**src/rtl/instr_fetch_unit_pkg.sv**
```systemverilog
// Shared definitions for the instruction fetch unit: defaults, PC step, FSM states
// and the fetch-queue entry layout.
package instr_fetch_unit_pkg;

  localparam logic [31:0] RESET_PC_DEF  = 32'h0000_0000;
  localparam logic [31:0] NOP_INSTR_DEF = 32'h0000_0000;
  localparam logic [31:0] PC_INC        = 32'h0000_0004;

  typedef enum logic {
    ST_RUN   = 1'b0,
    ST_DRAIN = 1'b1
  } ifu_state_e;

  typedef struct packed {
    logic [31:0] pc_next;
    logic [31:0] instr;
  } fq_entry_t;

  // Sequential PC step; wraps silently at 2^32.
  function automatic logic [31:0] pc_advance(input logic [31:0] pc);
    return pc + PC_INC;
  endfunction

endpackage

```
**src/rtl/instr_fetch_unit_chk.sv**
```systemverilog
// Protocol checks for the fetch unit: the credit scheme must keep responses
// from ever landing in a full queue or arriving with nothing outstanding.
module instr_fetch_unit_chk (
  input logic i_clk,
  input logic i_reset_n,
  input logic i_push,
  input logic i_full,
  input logic i_rvalid,
  input logic i_no_outstanding
);

  a_no_push_when_full: assert property (@(posedge i_clk) disable iff (!i_reset_n)
    !(i_push && i_full));

  a_no_orphan_rvalid: assert property (@(posedge i_clk) disable iff (!i_reset_n)
    !(i_rvalid && i_no_outstanding));

endmodule

```
**src/rtl/instr_fetch_unit_fetch_queue.sv**
```systemverilog
// Synchronous FIFO of {pc_next, instr} entries with flush; head is read
// combinationally so the IF/ID buffer sees it in the same cycle.
module instr_fetch_unit_fetch_queue
  import instr_fetch_unit_pkg::*;
#(
  parameter int unsigned DEPTH = 2,
  localparam int unsigned AW = $clog2(DEPTH),
  localparam int unsigned CW = $clog2(DEPTH + 1)
) (
  input  logic          i_clk,
  input  logic          i_reset_n,
  input  logic          i_flush,
  input  logic          i_push,
  input  fq_entry_t     i_push_data,
  input  logic          i_pop,
  output fq_entry_t     o_head,
  output logic [CW-1:0] o_count,
  output logic          o_full,
  output logic          o_empty
);

  logic [AW-1:0] r_wr_ptr;
  logic [AW-1:0] r_rd_ptr;
  logic [CW-1:0] r_count;
  fq_entry_t     r_mem [DEPTH];

  logic w_push;
  logic w_pop;

  assign w_pop  = i_pop && (r_count != '0);
  assign w_push = i_push && ((r_count != CW'(DEPTH)) || w_pop);

  // Pointer and occupancy tracking; flush empties the queue in one cycle.
  always_ff @(posedge i_clk or negedge i_reset_n) begin
    if (!i_reset_n) begin
      r_wr_ptr <= '0;
      r_rd_ptr <= '0;
      r_count  <= '0;
    end else if (i_flush) begin
      r_wr_ptr <= '0;
      r_rd_ptr <= '0;
      r_count  <= '0;
    end else begin
      if (w_push) r_wr_ptr <= r_wr_ptr + AW'(1);
      if (w_pop)  r_rd_ptr <= r_rd_ptr + AW'(1);
      case ({w_push, w_pop})
        2'b10:   r_count <= r_count + CW'(1);
        2'b01:   r_count <= r_count - CW'(1);
        default: r_count <= r_count;
      endcase
    end
  end

  // Storage needs no reset: an entry is only read once count covers it.
  always_ff @(posedge i_clk) begin
    if (w_push && !i_flush) r_mem[r_wr_ptr] <= i_push_data;
  end

  assign o_head  = r_mem[r_rd_ptr];
  assign o_count = r_count;
  assign o_full  = (r_count == CW'(DEPTH));
  assign o_empty = (r_count == '0);

endmodule

```
**src/rtl/instr_fetch_unit.sv**
```systemverilog
// IF stage: owns the PC, issues credit-limited in-order reads to instruction
// memory, queues returned words and handles stalls and branch/jump redirects.
module instr_fetch_unit
  import instr_fetch_unit_pkg::*;
#(
  parameter logic [31:0] RESET_PC  = RESET_PC_DEF,
  parameter int unsigned QDEPTH    = 2,
  parameter logic [31:0] NOP_INSTR = NOP_INSTR_DEF
) (
  input  logic        i_clk,
  input  logic        i_reset_n,
  input  logic        i_stall,
  input  logic        i_redirect,
  input  logic [31:0] i_redirect_pc,
  output logic        o_imem_req,
  output logic [31:0] o_imem_addr,
  input  logic        i_imem_ack,
  input  logic        i_imem_rvalid,
  input  logic [31:0] i_imem_rdata,
  output logic [31:0] o_pc_next_out,
  output logic [31:0] o_instr_out,
  output logic        o_fetch_valid
);

  localparam int unsigned CW = $clog2(QDEPTH + 1);

  ifu_state_e    r_state;
  ifu_state_e    w_state_nxt;
  logic [31:0]   r_fetch_pc;
  logic [31:0]   w_fetch_pc_nxt;
  logic [31:0]   r_resp_pc;
  logic [31:0]   w_resp_pc_nxt;
  logic [31:0]   r_last_pn;
  logic [31:0]   w_last_pn_nxt;
  logic [CW-1:0] r_outstanding;
  logic [CW-1:0] w_outstanding_nxt;
  logic [CW-1:0] r_discard;
  logic [CW-1:0] w_discard_nxt;
  logic [CW-1:0] w_out_after;

  fq_entry_t     w_head;
  fq_entry_t     w_push_data;
  logic [CW-1:0] w_count;
  logic          w_full;
  logic          w_empty;
  logic          w_credit_ok;
  logic          w_req;
  logic          w_fire;
  logic          w_push;
  logic          w_pop;
  logic          w_valid;

  // Credits cover both in-flight requests and words already buffered.
  assign w_credit_ok = ({1'b0, r_outstanding} + {1'b0, w_count}) < (CW + 1)'(QDEPTH);
  assign w_req       = (r_state == ST_RUN) && !i_redirect && w_credit_ok;
  assign w_fire      = w_req && i_imem_ack;
  assign w_push      = i_imem_rvalid && (r_state == ST_RUN) && !i_redirect;
  assign w_valid     = !w_empty;
  assign w_pop       = w_valid && !i_stall && !i_redirect;
  assign w_out_after = r_outstanding + CW'(w_fire) - CW'(i_imem_rvalid);
  assign w_push_data = '{pc_next: pc_advance(r_resp_pc), instr: i_imem_rdata};

  instr_fetch_unit_fetch_queue #(
    .DEPTH(QDEPTH)
  ) u_queue (
    .i_clk      (i_clk),
    .i_reset_n  (i_reset_n),
    .i_flush    (i_redirect),
    .i_push     (w_push),
    .i_push_data(w_push_data),
    .i_pop      (w_pop),
    .o_head     (w_head),
    .o_count    (w_count),
    .o_full     (w_full),
    .o_empty    (w_empty)
  );

  // Next-state logic: RUN fetches, DRAIN swallows responses to flushed requests.
  always_comb begin
    w_state_nxt       = r_state;
    w_discard_nxt     = r_discard;
    w_fetch_pc_nxt    = r_fetch_pc;
    w_resp_pc_nxt     = r_resp_pc;
    w_outstanding_nxt = w_out_after;
    w_last_pn_nxt     = w_pop ? w_head.pc_next : r_last_pn;
    case (r_state)
      ST_RUN: begin
        if (i_redirect) begin
          w_fetch_pc_nxt = i_redirect_pc;
          w_resp_pc_nxt  = i_redirect_pc;
          if (w_out_after != '0) begin
            w_discard_nxt = w_out_after;
            w_state_nxt   = ST_DRAIN;
          end else begin
            w_state_nxt = ST_RUN;
          end
        end else begin
          if (w_fire) w_fetch_pc_nxt = pc_advance(r_fetch_pc);
          else        w_fetch_pc_nxt = r_fetch_pc;
          if (w_push) w_resp_pc_nxt = pc_advance(r_resp_pc);
          else        w_resp_pc_nxt = r_resp_pc;
        end
      end
      ST_DRAIN: begin
        if (i_imem_rvalid) begin
          w_discard_nxt = r_discard - CW'(1);
          if (r_discard == CW'(1)) w_state_nxt = ST_RUN;
          else                     w_state_nxt = ST_DRAIN;
        end else begin
          w_discard_nxt = r_discard;
        end
        if (i_redirect) begin
          w_fetch_pc_nxt = i_redirect_pc;
          w_resp_pc_nxt  = i_redirect_pc;
        end else begin
          w_fetch_pc_nxt = r_fetch_pc;
        end
      end
      default: begin
        w_state_nxt = ST_RUN;
      end
    endcase
  end

  // FSM state register.
  always_ff @(posedge i_clk or negedge i_reset_n) begin
    if (!i_reset_n) r_state <= ST_RUN;
    else            r_state <= w_state_nxt;
  end

  // PC, response PC, credit/discard counters and last popped pc_next.
  always_ff @(posedge i_clk or negedge i_reset_n) begin
    if (!i_reset_n) begin
      r_fetch_pc    <= RESET_PC;
      r_resp_pc     <= RESET_PC;
      r_last_pn     <= 32'h0000_0000;
      r_outstanding <= '0;
      r_discard     <= '0;
    end else begin
      r_fetch_pc    <= w_fetch_pc_nxt;
      r_resp_pc     <= w_resp_pc_nxt;
      r_last_pn     <= w_last_pn_nxt;
      r_outstanding <= w_outstanding_nxt;
      r_discard     <= w_discard_nxt;
    end
  end

  assign o_imem_req    = w_req && i_reset_n;
  assign o_imem_addr   = r_fetch_pc;
  assign o_fetch_valid = w_valid;
  assign o_instr_out   = w_valid ? w_head.instr : NOP_INSTR;
  assign o_pc_next_out = w_valid ? w_head.pc_next : r_last_pn;

  instr_fetch_unit_chk u_chk (
    .i_clk           (i_clk),
    .i_reset_n       (i_reset_n),
    .i_push          (w_push),
    .i_full          (w_full),
    .i_rvalid        (i_imem_rvalid),
    .i_no_outstanding(r_outstanding == '0)
  );

endmodule

```
**config.mk**
```make
export PLATFORM = sky130hd
export DESIGN_NAME = instr_fetch_unit
export DESIGN_NICKNAME = d
export VERILOG_FILES = /design/src/rtl/instr_fetch_unit_pkg.sv /design/src/rtl/instr_fetch_unit_chk.sv /design/src/rtl/instr_fetch_unit_fetch_queue.sv /design/src/rtl/instr_fetch_unit.sv
export SDC_FILE = /design/constraint.sdc
export NUM_CORES = 1
export LEC_CHECK = 0
export BUFFER_PORTS_ARGS = -buffer_cell sky130_fd_sc_hd__buf_2
export CORE_MARGIN = 2
export CORE_UTILIZATION = 30
export CTS_CLUSTER_SIZE = 12
export DETAILED_ROUTE_END_ITERATION = 8
export GPL_TIMING_DRIVEN = 1
export SYNTH_ARGS = -nofsm -noshare
export SYNTH_HDL_FRONTEND = slang
export SYNTH_SLANG_ARGS = --single-unit
```
**constraint.sdc**
```tcl
create_clock -name i_clk -period 6.1 [get_ports i_clk]
set_input_delay 0.305 -clock i_clk [delete_from_list [all_inputs] [get_ports i_clk]]
set_output_delay 0.305 -clock i_clk [all_outputs]
set_load 0.1 [all_outputs]
```
==> flow_summary.toml, run 1 <==
[run_status]
status = "complete, no violations"

[sta]
relSlewSlack_pct = 19.8
finalSetupViolCount = 0
post-route-worst-setup-slack_ns = 2.37
period_share_pct = 61.1
period_minus_slack_ns = 3.73
holdWs_ns = 0.0305
finClkSkew_ns = 0.00937
drv_slew = 0
hold_viol = 0
setup_tns_ns = 0
rsz0062_at_grt = "no"
fmax_ghz = 0.268
worstMarginPinSlew_ns = 1.20

[detailed_routing]
wl_per_cell_um = 16.8
drc = 0
antenna_left = 0
drt_wl_total_um = 27000
routed-via-count = 7876
drt_iter0_drc = 381
vias_per_cell = 4.91
drt_pre_antenna_iters = 5

[place]
gp_congestion = 0.837
dpl.hpwl_um = 18700
placed_cells = 1524
port-buffer-count = 167
pre_cts_ws_ns = 2.39

[floorplan]
die_w_um = 193
dieArea_um2 = 37100
io_pins = 168
core_area_um2 = 35300
start_util_pct = 30.3
rows = 69
die_y_um = 193

[pwr]
p_sw_share_pct = 48.1
vdd_ir_drop_max_uv = 295
p_per_area_nw_per_um2 = 502
p_clk_share_pct = 23.0
power_leakage_nw = 4.89
internal_power_mw = 3.42
pwr-share-seq_pct = 34.1
p_comb_share_pct = 42.9
p_sw_mw = 3.17

[cells_and_area]
diodes = 0
fill_cells = 3492
layout.cells.non_filler = 1605
final_core_util_pct = 37.1
drive_above_1_share_pct = 20.9
nets = 1201
area_delta_synth_final_pct = 22.8

[clocking]
post_cts_resized = 0
h-tree-depth = 1
cts-hold-fix-buffers = 35
cts_tree = "done"
cts_setup_buffers = 0
clk_pin_slew_ns = 0.06
cts_root_buffer = "clkbuf_16"
clock_latency_ns = 0.53
cts_buffers = 25
clk_path_buf_depth = 3
cts.sinks = 231

[synth]
yosysSeqAreaShare_pct = 60.1
netlist_top_cells_count = "nor2_1 (149), edfxtp_1 (128), a21oi_1 (107)"
netlist-cell-type-count = 66
ys_ff_latch = 231
synth_area_leaders = "edfxtp_1 (36%), dfrtp_1 (24%), mux2i_1 (6.3%)"
synth_top_area_share_pct = 36.0
synth_cells = 951
yosysMostFrequentCell = "nor2_1"
async_flop_share_pct = 44.6
synth_area_um2 = 10700
ys.flop_type = "edfxtp_1"
synth_edf_count = 128
postSynthAreaPerCell_um2 = 11.2
ys_warn_count = 0
synth_top_area_cell = "edfxtp_1"
synth_nets = 1027

[worst_setup_path]
cp_data_arrival_time_ns = 4.12
max_stage_delay_ns = 0.70
cp_max_fo = 9
crit_chain = "and2_1 > fa_1 > or4b_1 > a21oi_2 > inv_1 > ha_1 > inv_1 > ha_1 > xnor2_1 > xnor2_1 > nand2_1 > a221oi_1 > a21oi_1"
cpMaxStageDelayCell = "or4b_1"
endpoint_kind = "flop"
worstSetupPathType = "flop to flop"
cp_num_buf_inv = 2
cp_top_family = "simple AND/OR/NAND/NOR gates"
start_kind = "flop"
cp.required_ns = 6.49

[run]
cap_viol_max_count = 0

[global_route]
grt_max_degree = 67
grt_pass1_wl_um = 41600
grt_overflow = 0
grt_antenna_before_repair = 0
track_usage_pct = 14.2
first_global_vias = 7352

[hold_path]
hp-class = "input port to flop"
metrics by stage:
| step | instance area (µm²) | total power [mW] |
|---|---|---|
| after floorplan | 10700 | 4.53 |
| after global placement | 12000 | 5.05 |
| after detailed placement | 12000 | 5.09 |
| after CTS | 13100 | 6.64 |
| after global routing | 13100 | 6.89 |
| final | 13100 | 6.58 |
state kept, by name, summed over array words and instances, names as in the netlist:
name / flops
r_outstanding: 2
r_discard: 2
u_queue.r_rd_ptr: 1
u_queue.r_wr_ptr: 1
r_state: 1
o_imem_addr: 31
u_queue.o_count: 2
u_queue.r_mem: 128
r_resp_pc: 31
r_last_pn: 32
worst reg2reg max path: cells and delay by family, from the launching register on:
family	cells	cell delay (ns)
adder cells (fa/ha/maj)	3	0.95
XOR/XNOR	2	0.42
flip-flops	1	0.48
AO/OA/AOI/OAI	3	0.62
AND/OR/NAND/NOR	3	0.99
buffers and inverters	2	0.15
layout by cell type, fill, tap and decap left out, drive strengths merged, types with 3 or more instances in the layout:
cell         netlist  final
nand2b             4      4
and3              12     12
o21ai             25     25
o21a               3      3
ha                 5      5
a21oi            108    108
mux2i             67     67
and2               5      5
dlygate4sd3        0     35
clkinv             0      7
a311oi             5      5
nor3              14     14
nand2             43     43
xor2              21     21
and4               4      4
buf               20    179
o22ai              9      9
o22a               9      9
edfxtp           128    128
bufinv             0      3
or3                6      6
o311ai             4      4
mux2               6      6
inv               12     13
nand3             37     37
clkbuf            47     35
nor4               9      9
a211oi             9      9
xnor2             27     27
nor2             150    150
dfrtp            103    103
a41oi              5      5
a31oi              6      6
nand4             18     18
area by class of cell:
type                       count  area (µm²)  share of cell area [%]
sequential                   231        6420                    49.0
multi-input combinational    641        3980                    30.3
timing repair buffer         214        1280                    9.75
clock buffer                  35         673                    5.13
tap                          461         577                    4.40
clock inverter                11         141                    1.08
inverter                      12        45.0                   0.343
cell families (layout without fill, tap and decap cells):
| family | Yosys count | in the layout | synth area share [%] |
|---|---|---|---|
| XOR/XNOR | 48 | 48 | 3.94 |
| buffers and inverters | 79 | 272 | 2.96 |
| AND/OR/NAND/NOR | 313 | 313 | 14.0 |
| AO/OA/AOI/OAI | 201 | 201 | 11.3 |
| multiplexers | 73 | 73 | 6.91 |
| adder cells (fa/ha/maj) | 6 | 6 | 0.773 |
| flip-flops | 231 | 231 | 60.1 |
power by group through the flow:
| stage | registers, mW | clock network [mW] | logic (mW) |
|---|---|---|---|
| 2_1_floorplan | 2.59 | 0 | 1.94 |
| 4_1_cts | 2.24 | 1.55 | 2.85 |
| 5_1_grt | 2.29 | 1.61 | 3.00 |
| 3_3_place_gp | 2.26 | 0 | 2.80 |
| 6_report | 2.24 | 1.51 | 2.82 |
| 3_5_place_dp | 2.27 | 0 | 2.82 |
per-layer routing:
metal	global-route usage, %	part of all wire, %	up-vias
met5	0	0	-
li1	-	-	3814
met1	21.3	49	3783
met2	21.4	43	238
met4	3.05	1.9	0
met3	2.07	5.8	41
final timing paths:
kind | start | endpoint | slack [ns] | depth (start not counted)
max | u_queue.o_count[0]$_DFFE_PN0P_ | r_discard[0]$_DFFE_PN0P_ | 2.37 | 13
min | i_redirect_pc[19] | r_resp_pc[19]$_DFFE_PN0P_ | 0.03 | 3
max reg2reg | u_queue.o_count[0]$_DFFE_PN0P_ | r_discard[0]$_DFFE_PN0P_ | 2.37 | 13
min reg2reg | o_imem_addr[1]$_DFFE_PN0P_ | u_queue.r_mem[1][33]$_DFFE_PP_ | 0.51 | 0
max in group asynchronous | i_reset_n | u_queue.r_rd_ptr$_DFFE_PN0P_ | 4.34 | 3
min in group asynchronous | i_reset_n | r_resp_pc[6]$_DFFE_PN0P_ | 0.36 | 2
No activity file was read; power rests on OpenSTA's default activity.
==> inputs of run 2 (changes only) <==
==> constraint.sdc (replaced) <==
create_clock -name i_clk -period 3.6 [get_ports i_clk]
set_input_delay 0.18 -clock i_clk [delete_from_list [all_inputs] [get_ports i_clk]]
set_output_delay 0.18 -clock i_clk [all_outputs]
set_load 0.1 [all_outputs]
==> run 2 against run 1 <==
Combinational power grew 72%. Clock skew is essentially flat. Cell count grew 1.7%. Wire length grew 2.1%. Maximum frequency grew 11%. Non-clock buffer count grew 25. Largest power group unchanged.
==> flow_summary.toml, run 2 (synthesis results as in run 1) <==
[run_status]
status = "complete, no violations"

[sta]
worstMarginPinSlew_ns = 1.21
drv_slew = 0
rsz0062_at_grt = "no"
period_share_pct = 93.1
hold_viol = 0
finalSetupViolCount = 0
finClkSkew_ns = 0.00974
fmax_ghz = 0.298
period_minus_slack_ns = 3.35
relSlewSlack_pct = 19.0

[clocking]
cts_tree = "done"
clock_latency_ns = 0.53
clk_pin_slew_ns = 0.06
h-tree-depth = 1
clk_path_buf_depth = 3
cts.sinks = 231
cts_buffers = 27
cts_root_buffer = "clkbuf_16"

[global_route]
grt_pass1_wl_um = 42400
grt_antenna_before_repair = 0
grt_overflow = 0
first_global_vias = 7566
track_usage_pct = 14.4
grt_max_degree = 65

[floorplan]
die_w_um = 193
rows = 69
die_y_um = 193
core_area_um2 = 35300
io_pins = 168
start_util_pct = 30.3
dieArea_um2 = 37100

[pwr]
power_mw = 11.5
p_per_area_nw_per_um2 = 852
power_leakage_nw = 5.08
vdd_ir_drop_max_uv = 505

[detailed_routing]
antenna_left = 0
drc = 0
wl_per_cell_um = 16.9
drt_wl_total_um = 27500
routed-via-count = 8032
wl_met2_um = 12000
top_layer_used = "met4"
wl_met1_um = 13300
drt_iter0_drc = 457
wl_met3_um = 1660
vias_per_cell = 4.92
drt_pre_antenna_iters = 5

[place]
placed_cell_area_um2 = 12000
gp_congestion = 0.890
dpl.hpwl_um = 18500
port-buffer-count = 167

[cells_and_area]
final_area_um2 = 13500
area_delta_synth_final_pct = 26.7
final_cell_mix = "buf_2 (166), nor2_1 (145), edfxtp_1 (128)"
drive_above_1_share_pct = 22.0
layout_commonest_cell = "buf_2"
reg_top3 = "u_queue.r_mem (128), r_last_pn (32)"
fill_cells = 3428
top_register = "u_queue.r_mem"
largest_register_ffs = 128
nets = 1228
diodes = 0

[run]
cap_viol_max_count = 0

[worst_setup_path]
worstSetupPathType = "flop to flop"
cp.required_ns = 3.99
cp_max_fo = 4
start_kind = "flop"
endpoint_kind = "flop"
cp_data_arrival_time_ns = 3.74
r2r_cells = 13

[hold_path]
hp-class = "input port to flop"
holdPathStages = 3
run 2: worst max-delay path, cell delays in order (launching register included):
cell,delay [ns]
dfrtp_1,0.37
and2_1,0.17
fa_1,0.50
or4b_1,0.59
a21oi_2,0.18
inv_1,0.08
ha_1,0.27
inv_1,0.04
ha_1,0.20
xnor2_2,0.15
xnor2_2,0.21
nand2_1,0.08
a221oi_1,0.29
a21oi_1,0.07
run 2: path summary, 6_finish.rpt:
| kind | from | endpoint | slack, ns |
|---|---|---|---|
| max | r_outstanding[0]$_DFF_PN0_ | r_discard[0]$_DFFE_PN0P_ | 0.25 |
| min | i_redirect_pc[10] | o_imem_addr[10]$_DFFE_PN0P_ | 0.03 |
| max reg2reg | r_outstanding[0]$_DFF_PN0_ | r_discard[0]$_DFFE_PN0P_ | 0.25 |
| min reg2reg | r_resp_pc[0]$_DFFE_PN0P_ | u_queue.r_mem[1][32]$_DFFE_PP_ | 0.50 |
| max in group asynchronous | i_reset_n | r_resp_pc[30]$_DFFE_PN0P_ | 2.56 |
| min in group asynchronous | i_reset_n | r_last_pn[23]$_DFFE_PN0N_ | 0.41 |
run 2: report_power, final:
part	internal [mW]	switching (mW)
Combinational	0.970	3.89
Clock	1.80	1.07
Sequential	3.34	0.464
Total	6.11	5.43
run 2: stage by stage:
stage | TNS [ns] | std cells | worst slack (ns) | hold WS [ns] | utilization (%)
after floorplan | -104.07 | 951 | -0.813 | -0.116 | -
after global placement | 0 | 1531 | 0.334 | 0.370 | 34.1
after detailed placement | 0 | 1531 | 0.225 | 0.372 | 34.1
after CTS | 0 | 1632 | 0.187 | 0.00261 | 38.3
after global routing | 0 | 1632 | 0.0229 | 0.0472 | 38.3
final | 0 | 1632 | 0.247 | 0.0256 | 38.3
run 2: layout make-up:
| type | instances | area, µm² | area share [%] |
|---|---|---|---|
| Clock buffer | 36 | 781 | 5.77 |
| Clock inverter | 12 | 160 | 1.18 |
| Inverter | 12 | 45.0 | 0.333 |
| Multi-Input combinational cell | 641 | 4000 | 29.5 |
| Sequential cell | 231 | 6420 | 47.5 |
| Tap cell | 461 | 577 | 4.26 |
| Timing Repair Buffer | 239 | 1550 | 11.4 |
run 2: metal layers:
| metal | vias to the layer above | GRT usage (%) |
|---|---|---|
| met4 | 0 | 3.23 |
| met3 | 33 | 2.11 |
| met1 | 3837 | 21.3 |
| met2 | 282 | 22.2 |
| li1 | 3880 | - |
| met5 | - | 0 |
run 2: what timing repair did:
item,CTS,global route
endpoints found under the setup margin,0,1
buffers inserted,0,0
hold endpoints to repair,192,0
hold buffers,53,0
resized for setup,0,2
==> inputs of run 3 (changes only) <==
--- a/config.mk
+++ b/config.mk
@@ -5,6 +5,7 @@
 export SDC_FILE = /design/constraint.sdc
 export NUM_CORES = 1
 export LEC_CHECK = 0
+export ABC_AREA = 1
 export BUFFER_PORTS_ARGS = -buffer_cell sky130_fd_sc_hd__buf_2
 export CORE_MARGIN = 2
 export CORE_UTILIZATION = 30
==> constraint.sdc (replaced) <==
create_clock -name i_clk -period 2.7 [get_ports i_clk]
set_input_delay 0.135 -clock i_clk [delete_from_list [all_inputs] [get_ports i_clk]]
set_output_delay 0.135 -clock i_clk [all_outputs]
set_load 0.1 [all_outputs]
==> run 3 against run 2 <==
Synthesized cell count rose by 39%. Critical path depth fell by 8. Die area grew 5.3%. Core utilization increased by 1.6 points. Largest power group unchanged.
==> flow_summary.toml, run 3 <==
[hold_path]
hp-class = "input port to flop"

[clocking]
clock_latency_ns = 0.54
cts_tree = "done"
clk_path_buf_depth = 3
cts_setup_buffers = 0
cts.sinks = 231
cts_root_buffer = "clkbuf_16"
clk_pin_slew_ns = 0.06
cts_buffers = 26
h-tree-depth = 1

[worst_setup_path]
cpMaxStageDelayCell = "dfrtp_2"
max_stage_delay_ns = 0.58
start_kind = "flop"
cp.required_ns = 2.57
cp_num_buf_inv = 3
cp_max_fo = 32
worstSetupPathType = "flop to output pin"
endpoint_kind = "output pin"
crit_chain = "inv_2 > buf_4 > nand2_1 > a21oi_1 > buf_2"
cp_top_family = "buffers and inverters"
cp_data_arrival_time_ns = 2.35

[cells_and_area]
final_area_um2 = 14700
diodes = 0
final_cell_mix = "nand2_1 (475), nor2_1 (148), buf_2 (130)"
layout_commonest_cell = "nand2_1"
area_delta_synth_final_pct = 30.5
drive_above_1_share_pct = 17.4
largest_register_ffs = 128
top_register = "u_queue.r_mem"
layout.cells.non_filler = 2024
reg_top3 = "u_queue.r_mem (128), r_last_pn (32)"
nets = 1612

[synth]
ys_warn_count = 0
netlist_top_cells_count = "nand2_1 (475), nor2_1 (151), edfxtp_1 (128)"
async_flop_share_pct = 44.6
synth_cells = 1319
yosysMostFrequentCell = "nand2_1"
synth_edf_count = 128
netlist-cell-type-count = 35
synth_area_leaders = "edfxtp_1 (34%), dfrtp_1 (23%), nand2_1 (16%)"
synth_top_area_share_pct = 34.1
postSynthAreaPerCell_um2 = 8.54
ys.flop_type = "edfxtp_1"
synth_area_um2 = 11300
synth_nets = 1395
ys_ff_latch = 231
synth_top_area_cell = "edfxtp_1"
yosysSeqAreaShare_pct = 57.0

[detailed_routing]
drt_wl_total_um = 30400
routed-via-count = 9460
antenna_left = 0
drt_iter0_drc = 673
drt_pre_antenna_iters = 5
wl_per_cell_um = 15.0
drc = 0
vias_per_cell = 4.67

[run]
cap_viol_max_count = 0

[place]
port-buffer-count = 167
placed_cell_area_um2 = 13200
dpl.hpwl_um = 20800
placed_cells = 1916
gp_congestion = 0.886

[floorplan]
rows = 70
die_w_um = 198
dieArea_um2 = 39100
io_pins = 168
start_util_pct = 30.6
core_area_um2 = 36800
die_y_um = 198

[sta]
period_minus_slack_ns = 2.48
relSlewSlack_pct = 45.1
hold_viol = 0
setup_tns_ns = 0
rsz0062_at_grt = "no"
drv_slew = 0
fmax_ghz = 0.403
period_share_pct = 91.9
finClkSkew_ns = 0.0137
finalSetupViolCount = 0
worstMarginPinSlew_ns = 0.814

[pwr]
power_leakage_nw = 6.24
vdd_ir_drop_max_uv = 936
p_per_area_nw_per_um2 = 1240

[run_status]
status = "complete, no violations"

[global_route]
first_global_vias = 8871
grt_antenna_before_repair = 0
grt_overflow = 0
grt_max_degree = 104
grt_pass1_wl_um = 47900
track_usage_pct = 15.4
## run 3: layout make-up
type,count,area (µm²)
Tap cell,468,586
Clock inverter,9,109
Inverter,89,334
Clock buffer,39,761
Multi-Input combinational cell,944,4300
Fill cell,3579,22100
Timing Repair Buffer,244,2180
Sequential cell,231,6420
## run 3: layer usage
| metal | vias up | GRT usage [%] | share of wire, % |
|---|---|---|---|
| met5 | - | 0.639 | 0.10 |
| met4 | 2 | 3.29 | 1.9 |
| met3 | 39 | 3.27 | 7.5 |
| met2 | 305 | 23.6 | 42 |
| met1 | 4391 | 22.4 | 48 |
| li1 | 4723 | - | - |
## run 3: power breakdown
| group | switching [mW] | total [mW] | internal (mW) | leakage [nW] |
|---|---|---|---|---|
| clock network | 1.45 | 3.59 | 2.14 | 0.426 |
| logic | 7.11 | 9.59 | 2.48 | 3.44 |
| registers | 0.584 | 5.09 | 4.50 | 2.37 |
## run 3: tightest hold or removal path, cell delays in order
cell and delay [ns]:
buf_2 0.11, nand2_1 0.06, inv_1 0.05, nor2_1 0.08, a21oi_1 0.07
## run 3: worst paths after layout
kind / cells after the start / to / slack, ns / startpoint
max: 5 / o_instr_out[2] / 0.22 / u_queue.r_rd_ptr$_DFFE_PN0P_
min reg2reg: 2 / r_discard[1]$_DFFE_PN0P_ / 0.50 / r_discard[1]$_DFFE_PN0P_
min: 5 / r_resp_pc[22]$_DFFE_PN0P_ / 0.02 / i_redirect_pc[22]
min in group asynchronous: 3 / o_imem_addr[15]$_DFFE_PN0P_ / 0.26 / i_reset_n
max reg2reg: 13 / r_discard[0]$_DFFE_PN0P_ / 0.26 / u_queue.o_count[0]$_DFFE_PN0P_
max in group asynchronous: 3 / u_queue.r_rd_ptr$_DFFE_PN0P_ / 1.91 / i_reset_n
## run 3: cell families after synthesis
group                      synth area share, %
xor gates and xnor gates                  1.90
and+or+nand+nor                           25.3
adders and majority gates                0.733
DFF                                       57.0
buffers and inverters                     5.16
AOI/OAI and AO/OA                         9.94
## run 3: timing repair
item / CTS / global route
hold endpoints to repair: 208 / 0
hold buffers: 60 / 0
resized for setup: 0 / 1
setup endpoints to repair: 0 / 2
## run 3: stage by stage
| stage | total power, mW | setup WS [ns] | hold slack (ns) | utilization (%) |
|---|---|---|---|---|
| finish | 18.3 | 0.219 | 0.0201 | 40.0 |
| global route | 19.2 | 0.0418 | 0.0437 | 40.0 |
| global placement | 14.6 | 0.304 | 0.325 | 35.9 |
| detailed placement | 14.7 | 0.250 | 0.331 | 35.9 |
| floorplan | 11.8 | -0.567 | -0.161 | - |
| CTS | 18.4 | 0.191 | 0.00559 | 39.9 |
